[src/rtl/msp_int_block.sv]
// Interrupt controller: latches rising edges on two external and two timer lines and
// issues one registered request pulse at a time, gated by GIE, until the sequencer returns.
module msp_int_block #(
  parameter logic [15:0] VEC_IRQ0 = 16'h1FF8,
  parameter logic [15:0] VEC_IRQ1 = 16'h1FFA,
  parameter logic [15:0] VEC_IRT1 = 16'h1FFC,
  parameter logic [15:0] VEC_IRT0 = 16'h1FFE
) (
  input  logic        CLK,
  input  logic        RESET,
  input  logic [1:0]  IRQ,
  input  logic [1:0]  IRT,
  input  logic        RTI,
  input  logic [15:0] SR,
  output logic        REQ,
  output logic [15:0] ADDRInt
);

  // Sources packed in priority order: bit 0 is the highest priority.
  logic [3:0]  src;
  logic [3:0]  prev_q, prev_d;
  logic [3:0]  pending_q, pending_d;
  logic        in_service_q, in_service_d;
  logic        req_q, req_d;
  logic [15:0] addr_q, addr_d;
  logic [3:0]  rise;
  logic [3:0]  winner;
  logic [15:0] win_vec;
  logic        grant;
  logic        unused_sr;

  assign src       = {IRT[0], IRT[1], IRQ[1], IRQ[0]};
  assign rise      = src & ~prev_q;
  assign unused_sr = ^{SR[15:4], SR[2:0]};

  always_comb begin
    winner  = 4'b0000;
    win_vec = addr_q;
    if (pending_q[0]) begin
      winner  = 4'b0001;
      win_vec = VEC_IRQ0;
    end else if (pending_q[1]) begin
      winner  = 4'b0010;
      win_vec = VEC_IRQ1;
    end else if (pending_q[2]) begin
      winner  = 4'b0100;
      win_vec = VEC_IRT1;
    end else if (pending_q[3]) begin
      winner  = 4'b1000;
      win_vec = VEC_IRT0;
    end
  end

  always_comb begin
    grant        = SR[3] & ~in_service_q & (|pending_q);
    prev_d       = src;
    req_d        = grant;
    addr_d       = grant ? win_vec : addr_q;
    // A fresh edge on the granted source re-arms it: set beats clear.
    pending_d    = (pending_q & ~(grant ? winner : 4'b0000)) | rise;
    in_service_d = in_service_q;
    if (grant) begin
      in_service_d = 1'b1;
    end else if (RTI) begin
      in_service_d = 1'b0;
    end
  end

  always_ff @(posedge CLK) begin
    if (!RESET) begin
      // Prev resets high so a line already high at release does not fire.
      prev_q       <= 4'b1111;
      pending_q    <= 4'b0000;
      in_service_q <= 1'b0;
      req_q        <= 1'b0;
      addr_q       <= 16'h0000;
    end else begin
      prev_q       <= prev_d;
      pending_q    <= pending_d;
      in_service_q <= in_service_d;
      req_q        <= req_d;
      addr_q       <= addr_d;
    end
  end

  assign REQ     = req_q;
  assign ADDRInt = addr_q;

endmodule

[config.mk]
export PLATFORM = sky130hd
export DESIGN_NAME = msp_int_block
export DESIGN_NICKNAME = d
export VERILOG_FILES = /design/src/rtl/msp_int_block.sv
export SDC_FILE = /design/constraint.sdc
export NUM_CORES = 1
export LEC_CHECK = 0
export CORE_MARGIN = 2
export CORE_UTILIZATION = 31
export CTS_BUF_LIST = sky130_fd_sc_hd__clkbuf_2
export DETAILED_ROUTE_END_ITERATION = 7
export MAX_ROUTING_LAYER = met4
export PLACE_DENSITY = 0.84
export REMOVE_ABC_BUFFERS = 1
export SYNTH_ARGS = -nofsm -noshare
export SYNTH_HDL_FRONTEND = slang
export SYNTH_SLANG_ARGS = --single-unit
[constraint.sdc]
create_clock -name CLK -period 1.1 [get_ports CLK]
set_input_delay 0.11 -clock CLK [delete_from_list [all_inputs] [get_ports CLK]]
set_output_delay 0.11 -clock CLK [all_outputs]
set_load 0.005 [all_outputs]
======== Word-level counts from Yosys, hierarchy flattened ========
Cells that the tools add are included.
W data, S select, Z words.
storage, ports and cells
  bits in registers ....................... 26
  bits in latches ......................... 0
  bits in writable memories ............... 0
  bits in read-only memories .............. 0
  input bits .............................. 23
  output and inout bits ................... 17
  logic and storage cells ................. 28
  memories kept ........................... 0
operators by class
  $add $sub $neg .......................... 0
  multiply operators ...................... 0
  divide/modulo/power cells ............... 0
  $lt $le $gt $ge ......................... 0
  equal/unequal tests ..................... 0
  shift operators ......................... 0
  multiplexer cells ....................... 11
  bitwise gates (word level) .............. 8
  reduce and logical (&&, ||, !) cells .... 4
operator list
  cell                number
  $mux W16            4
  $mux W4             5
  $and A4 B4 Y4       2
  $not A4 Y4          2
  $or A4 B4 Y4        1
  $reduce_bool A4 Y1  1
  $reduce_or A4 Y1    1
  $and A1 B1 Y1       2
  $mux W1             2
  $reduce_and A2 Y1   1
  $reduce_bool A2 Y1  1
  $not A1 Y1          1

======== Depth between registers and ports, before layout ========
Gate-level depths: netlist (run 1).
  word-level depth ........................ 8
  mapped depth ............................ 3
  depth with buffers taken out ............ 3

======== Worst setup path before layout (run 1) ========
Ideal clock, no wire load.
  path kind ............................... flip-flop to flip-flop
  start point ............................. register in_service_q
  end point ............................... register pending_q[2]
  library setup time ...................... 115 ps
  arrival time ............................ 1,016 ps
  required time ........................... 985 ps
  setup slack ............................. -32 ps
  cell stages (with the launch flop) ...... 4
  path through ............................ dfxtp_1 or4b_4 a21oi_1 nor2b_1
between the ends
  longest elaborated chain between the ends .. 7
RTL lines
  what                        line  RTL
  start: declaration          23    logic in_service_q, in_service_d;
  start signal: assignment    80    in_service_q <= in_service_d;
  $not A1 Y1                  55    grant = SR[3] & ~in_service_q & (|pending_q);
  $and A1 B1 Y1 (2 in a row)  55
  $mux W4                     60    pending_d = (pending_q & ~(grant ? winner : 4'b0000)) | rise;
  $not A4 Y4                  60
  $and A4 B4 Y4               60
  $or A4 B4 Y4                60
  end signal: assignment      79    pending_q <= pending_d;
  end: declaration            22    logic [3:0] pending_q, pending_d;
No other way between the ends.
A chain may end at the register's enable or synchronous reset.

======== Final worst setup path (run 1) ========
  start point ............................. input port SR[3]
  end point ............................... register pending_q[2]
between the ends
  longest elaborated chain between the ends .. 6
RTL lines
  what                        line  RTL
  start: declaration          14    input logic [15:0] SR,
  $and A1 B1 Y1 (2 in a row)  55
  $mux W4                     60
  $not A4 Y4                  60
  $and A4 B4 Y4               60
  $or A4 B4 Y4                60
No other way between the ends.

==> flow_summary.ini, run 1 <==
[drt]
vias = 423
drt-total-wl_um = 1009
routedWlPerCell_um = 9.702
drc_errors = 0
dr.pass1.iters = 4
drt_iter0_markers = 4
drt-vias-per-instance = 4.067
ant_nets = 0

[clock_tree]
cts_sinks = 13
root_buffer = clkbuf_2
cts_made_buffers = 3
cts.clk_slew.worst_paths_ns = 0.12
clock_path_buffers = 2
clkLatencyLatePin_ns = 0.27
cts_max_level = 1
cts_tree = done

[min_path]
hp-class = input pin to flip-flop

[finish]
num_antenna_cells = 0
finalNonFillerCells = 104
nFillCells = 179
fin_nets = 103
drive_gt1_share_pct = 39.24
multi_input_area_um2 = 242.7
seq_area_um2 = 270.3
syn_to_final_growth_pct = 34.36
finish.utilization_pct = 44.20

[die]
die-area_um2 = 2191
coreArea_um2 = 1727
initial_core_util_pct = 32.90
die_x_um = 46.81
io_pins = 40
num_rows = 15
die_h_um = 46.81

[sta]
slew_violations = 0
whs_ns = 0.4213
setup_violations = 2
skew_ns = 0.007767
final.min_clock_period_ns = 1.196
finalHoldViolCount = 0
rsz0062_at_grt = yes
timing.setup.tns_ns = -0.1811
timing.fmax_mhz = 835.8
period_share_pct = 108.8
fin_ws_ns = -0.09646

[power_and_ir_drop]
p_per_area_nw_per_um2 = 1224
irDropWorstVdd_uv = 437.9
leakagePower_nw = 0.3390

[logic_synthesis]
synth-seq-cells = 13
avgSynthCellArea_um2 = 9.467
yosysWarnings = 0
yosys-top-cells-count = buf_4, dfxtp_1, nand2b_1, nor2b_1
synth_area_leaders = dfxtp_1, buf_4, nand2b_1
synth_area_leader_cell = dfxtp_1
syn_area_um2 = 568.0
synth_edf_count = 0
synth_ff_type = dfxtp_1
synthCells = 60
yosysSeqAreaShare_pct = 45.81
ys_async_sr_fraction_pct = 0
synth_top_area_share_pct = 45.81
synth_cell_types = 19

[grt]
grtUsageTotal_pct = 10.98
gr-total-overflow = 0
antenna_found_initial = 0
grt_pass1_vias = 355
grt_max_degree = 15
grt_pass1_wl_um = 1531

[placement]
hpwl_um = 689.4
gp_congestion = 0.8277
dp_cells = 97
io_buffers = 20

[critical_path]
r2r-start = pending_q[0]$_SDFF_PN0_
path_class = input pin to flip-flop
cp_max_fo = 3
critPathLaunch = SR[3]
r2r_cells = 3
cp-end-kind = flip-flop
cp.arrival_ns = 1.37
start_kind = input pin
rrSetupSlack_ns = -0.06
r2r-end = pending_q[2]$_SDFF_PN0_
critPathRequiredTime_ns = 1.27
crit_path_end = pending_q[2]$_SDFF_PN0_

[status]
failed_checks = negative setup slack
outcome = complete, but fails checks

[run]
drv_cap = 0
-- cells in the final DEF, fill, tap and decap left out --
master / n
nor2_1: 2
o21ai_0: 2
o21a_1: 2
o21ai_2: 1
nor2b_1: 6
dfxtp_1: 7
buf_6: 1
conb_1: 4
o221a_2: 1
or4b_4: 1
buf_4: 5
nor2_2: 1
clkdlybuf4s50_1: 7
dfxtp_4: 1
clkbuf_2: 13
dfxtp_2: 5
and2_1: 1
a21oi_1: 2
a21oi_4: 1
a21boi_0: 1
o211ai_1: 1
nand2b_4: 1
dlygate4sd2_1: 4
a21boi_1: 1
nand2b_1: 6
nand2_1: 1
nor3b_1: 1
-- report_power, final --
group          leakage, nW  total (mW)  switching (mW)  internal, mW
Clock               0.0166       0.244           0.148        0.0965
Sequential           0.110       0.511          0.0129         0.498
Combinational        0.213       0.179          0.0744         0.105
Total                0.339       0.934           0.235         0.699
-- state kept, by name (all words and copies together) (netlist names) --
signal        cells
prev_q            4
in_service_q      1
pending_q         4
REQ               1
ADDRInt           3
-- worst max-delay path: stages --
cell and delay, ns:
clkdlybuf4s50_1 0.56, or4b_4 0.49, a21oi_1 0.15, nor2b_1 0.05
-- routing by layer --
layer,wire (um),up-vias,GRT usage [%],part of all wire [%]
met5,0,-,-,0
met4,32,0,10.00,3.2
met3,49,4,3.462,4.9
met2,489,13,13.97,48
met1,437,187,13.41,43
li1,-,219,-,-
-- what timing repair did --
action	CTS	global route
hold buffers	0	0
gates cloned	0	0
pin swaps	2	1
gates resized for setup	33	13
buffers inserted	2	1
endpoints found under the setup margin	19	16
-- area by class of cell --
class | count | share of cell area (%)
clock buffers | 4 | 2.623
multi-input cells | 36 | 31.80
flip-flops and latches | 13 | 35.41
well taps | 25 | 4.098
repair buffers | 26 | 26.07
-- per-stage QoR --
stage               total power, mW  instance area (um^2)  worst slack [ns]
floorplan                    0.5813                 478.0          -0.03168
finish                       0.9344                 763.2          -0.09646
global placement             0.6990                 732.0           -0.2816
CTS                          0.9483                 784.5          -0.07884
detailed placement           0.7040                 732.0           -0.3005
global route                 0.9960                 763.2           -0.1294
-- cells by family (layout without fill, tap and decap cells) --
family / Yosys count / after routing / share of synthesized area, %
and+or+nand+nor: 20 / 20 / 21.81
other: 1 / 4 / 0.6602
AOI/OAI and AO/OA: 12 / 12 / 13.88
buffers and inverters: 14 / 30 / 17.84
DFF: 13 / 13 / 45.82
-- worst min path at each step --
stage | from | endpoint | slack, ns | cells past startpoint
after detailed placement | ADDRInt[1]$_SDFFE_PN0P_ | ADDRInt[1]$_SDFFE_PN0P_ | 0.46 | 2
after global routing | IRQ[1] | prev_q[1]$_SDFF_PN1_ | 0.42 | 2
final | IRQ[0] | prev_q[0]$_SDFF_PN1_ | 0.42 | 2
after global placement | ADDRInt[1]$_SDFFE_PN0P_ | ADDRInt[1]$_SDFFE_PN0P_ | 0.45 | 2
after floorplan | RESET | prev_q[0]$_SDFF_PN1_ | 0.18 | 1
after CTS | IRQ[0] | prev_q[0]$_SDFF_PN1_ | 0.41 | 2
Power figures use the tool's default switching activity.
==> run 2, diff against run 1 <==
--- a/config.mk
+++ b/config.mk
@@ -12,6 +12,7 @@
 export MAX_ROUTING_LAYER = met4
 export PLACE_DENSITY = 0.84
 export REMOVE_ABC_BUFFERS = 1
+export SETUP_SLACK_MARGIN = 0.1
 export SYNTH_ARGS = -nofsm -noshare
 export SYNTH_HDL_FRONTEND = slang
 export SYNTH_SLANG_ARGS = --single-unit
==> run 2 against run 1 <==
The flow still finishes with violations (negative setup slack). Cell area is 9.8% higher. Highest routed layer unchanged. Sequential share of layout area is 3.2 points lower. Largest cell class unchanged. Die area stayed put.
==> flow_summary.ini, run 2 (synthesis results as in run 1) <==
[status]
outcome = complete, but fails checks
failed_checks = negative setup slack

[drt]
drt-vias-per-instance = 4.077
dr.pass1.iters = 2
wl_met3_um = 45
drt_iter0_markers = 7
routed.top_layer = met4
drt-total-wl_um = 1086
vias = 424
drc_errors = 0
drt-met1-wl_um = 504
ant_nets = 0
route.met2.wl_um = 525
routedWlPerCell_um = 10.44

[die]
initial_core_util_pct = 32.90
coreArea_um2 = 1727
die_x_um = 46.81
io_pins = 40
die-area_um2 = 2191
num_rows = 15
die_h_um = 46.81

[finish]
final_cell_mix = buf_6, dfxtp_1, nor2b_1, nand2b_1, clkdlybuf4s50_1
stdcell_area_um2 = 838.3
seq_area_um2 = 270.3
layout_commonest_cell = buf_6
num_antenna_cells = 0
syn_to_final_growth_pct = 47.58
multi_input_area_um2 = 256.5
finish.utilization_pct = 48.55
nFillCells = 168
fin_nets = 103
finalNonFillerCells = 104
drive_gt1_share_pct = 44.30

[clock_tree]
hold_buffers = 0
root_buffer = clkbuf_2
cts_tree = done
cts_made_buffers = 3
cts_max_level = 1
clkLatencyLatePin_ns = 0.26
cts.clk_slew.worst_paths_ns = 0.13
cts_sinks = 13
clock_path_buffers = 2

[sta]
slew_violations = 0
skew_ns = 0.01408
timing.fmax_mhz = 857.9
rsz0062_at_grt = yes
period_share_pct = 106.0
final.min_clock_period_ns = 1.166
timing.setup.tns_ns = -0.1182
whs_ns = 0.4239
setup_violations = 2
finalHoldViolCount = 0
fin_ws_ns = -0.06563

[placement]
gp_congestion = 0.8277
io_buffers = 20
placed_area_um2 = 732.0
dp_cells = 97
hpwl_um = 689.4

[grt]
grtUsageTotal_pct = 11.46
gr-total-overflow = 0
grt_max_degree = 15
grt_pass1_vias = 365
grt_pass1_wl_um = 1600
antenna_found_initial = 0

[critical_path]
rrSetupSlack_ns = -0.07
cp.arrival_ns = 1.32
r2r-start = pending_q[0]$_SDFF_PN0_
cp-end-kind = flip-flop
start_kind = flip-flop
path_class = flip-flop to flip-flop
r2r-end = pending_q[2]$_SDFF_PN0_
cp_max_fo = 2
critPathRequiredTime_ns = 1.26
r2r_cells = 3

[min_path]
hp-class = input pin to flip-flop
holdPathEnd = prev_q[0]$_SDFF_PN1_
whs_path_depth = 2
hp-start = IRQ[0]

[power_and_ir_drop]
irDropWorstVdd_uv = 441.2
p_per_area_nw_per_um2 = 1173
leakagePower_nw = 0.3497

[run]
drv_cap = 0
-- run 2: cell count changes in the layout (fill, tap and decap cells not counted), sizes merged --
cell | before | now
buf | 6 | 15
clkdlybuf4s50 | 7 | 6
clkbuf | 13 | 5
clkdlybuf4s15 | 0 | 2
dlygate4sd2 | 4 | 2
-- run 2: cell type report --
class                           count  area share (%)
Timing Repair Buffer               26           31.04
Clock buffer                        4           2.388
Tap cell                           25           3.731
Multi-Input combinational cell     36           30.60
Sequential cell                    13           32.24
-- run 2: report_power, final --
group | switching [mW] | internal, mW | leakage (nW)
logic | 0.0860 | 0.141 | 0.223
clock network | 0.146 | 0.0966 | 0.0166
registers | 0.0149 | 0.498 | 0.110
total | 0.247 | 0.736 | 0.350
-- run 2: how the worst max path moves through the flow --
stage / start / endpoint / cells after the start
after floorplan: in_service_q$_SDFFE_PN0P_ / pending_q[2]$_SDFF_PN0_ / 3
after global placement: SR[3] / pending_q[2]$_SDFF_PN0_ / 4
after detailed placement: SR[3] / pending_q[3]$_SDFF_PN0_ / 4
after CTS: pending_q[0]$_SDFF_PN0_ / pending_q[3]$_SDFF_PN0_ / 3
after global routing: pending_q[0]$_SDFF_PN0_ / pending_q[2]$_SDFF_PN0_ / 3
final: pending_q[0]$_SDFF_PN0_ / pending_q[2]$_SDFF_PN0_ / 3
-- run 2: per-stage QoR --
stage | power, mW | worst slack, ns
detailed placement | 0.7040 | -0.3005
global placement | 0.6990 | -0.2816
finish | 0.9833 | -0.06563
global route | 1.043 | -0.1213
floorplan | 0.5813 | -0.03168
CTS | 0.9572 | -0.07884
-- run 2: worst max-delay path: stages, from the launching register on --
cell and delay [ns]:
dfxtp_2 0.34, or4b_4 0.53, a21oi_1 0.15, nor2b_1 0.05
-- run 2: routing by layer --
metal | track usage [%] | vias up
met1 | 14.12 | 193
met5 | - | -
met2 | 14.79 | 11
met3 | 3.462 | 2
met4 | 10.00 | 0
li1 | - | 218
-- run 2: repair_timing --
action,in CTS,in global routing
setup endpoints to repair,22,20
buffers inserted,4,0
pin swaps,3,4
resized for setup,59,19
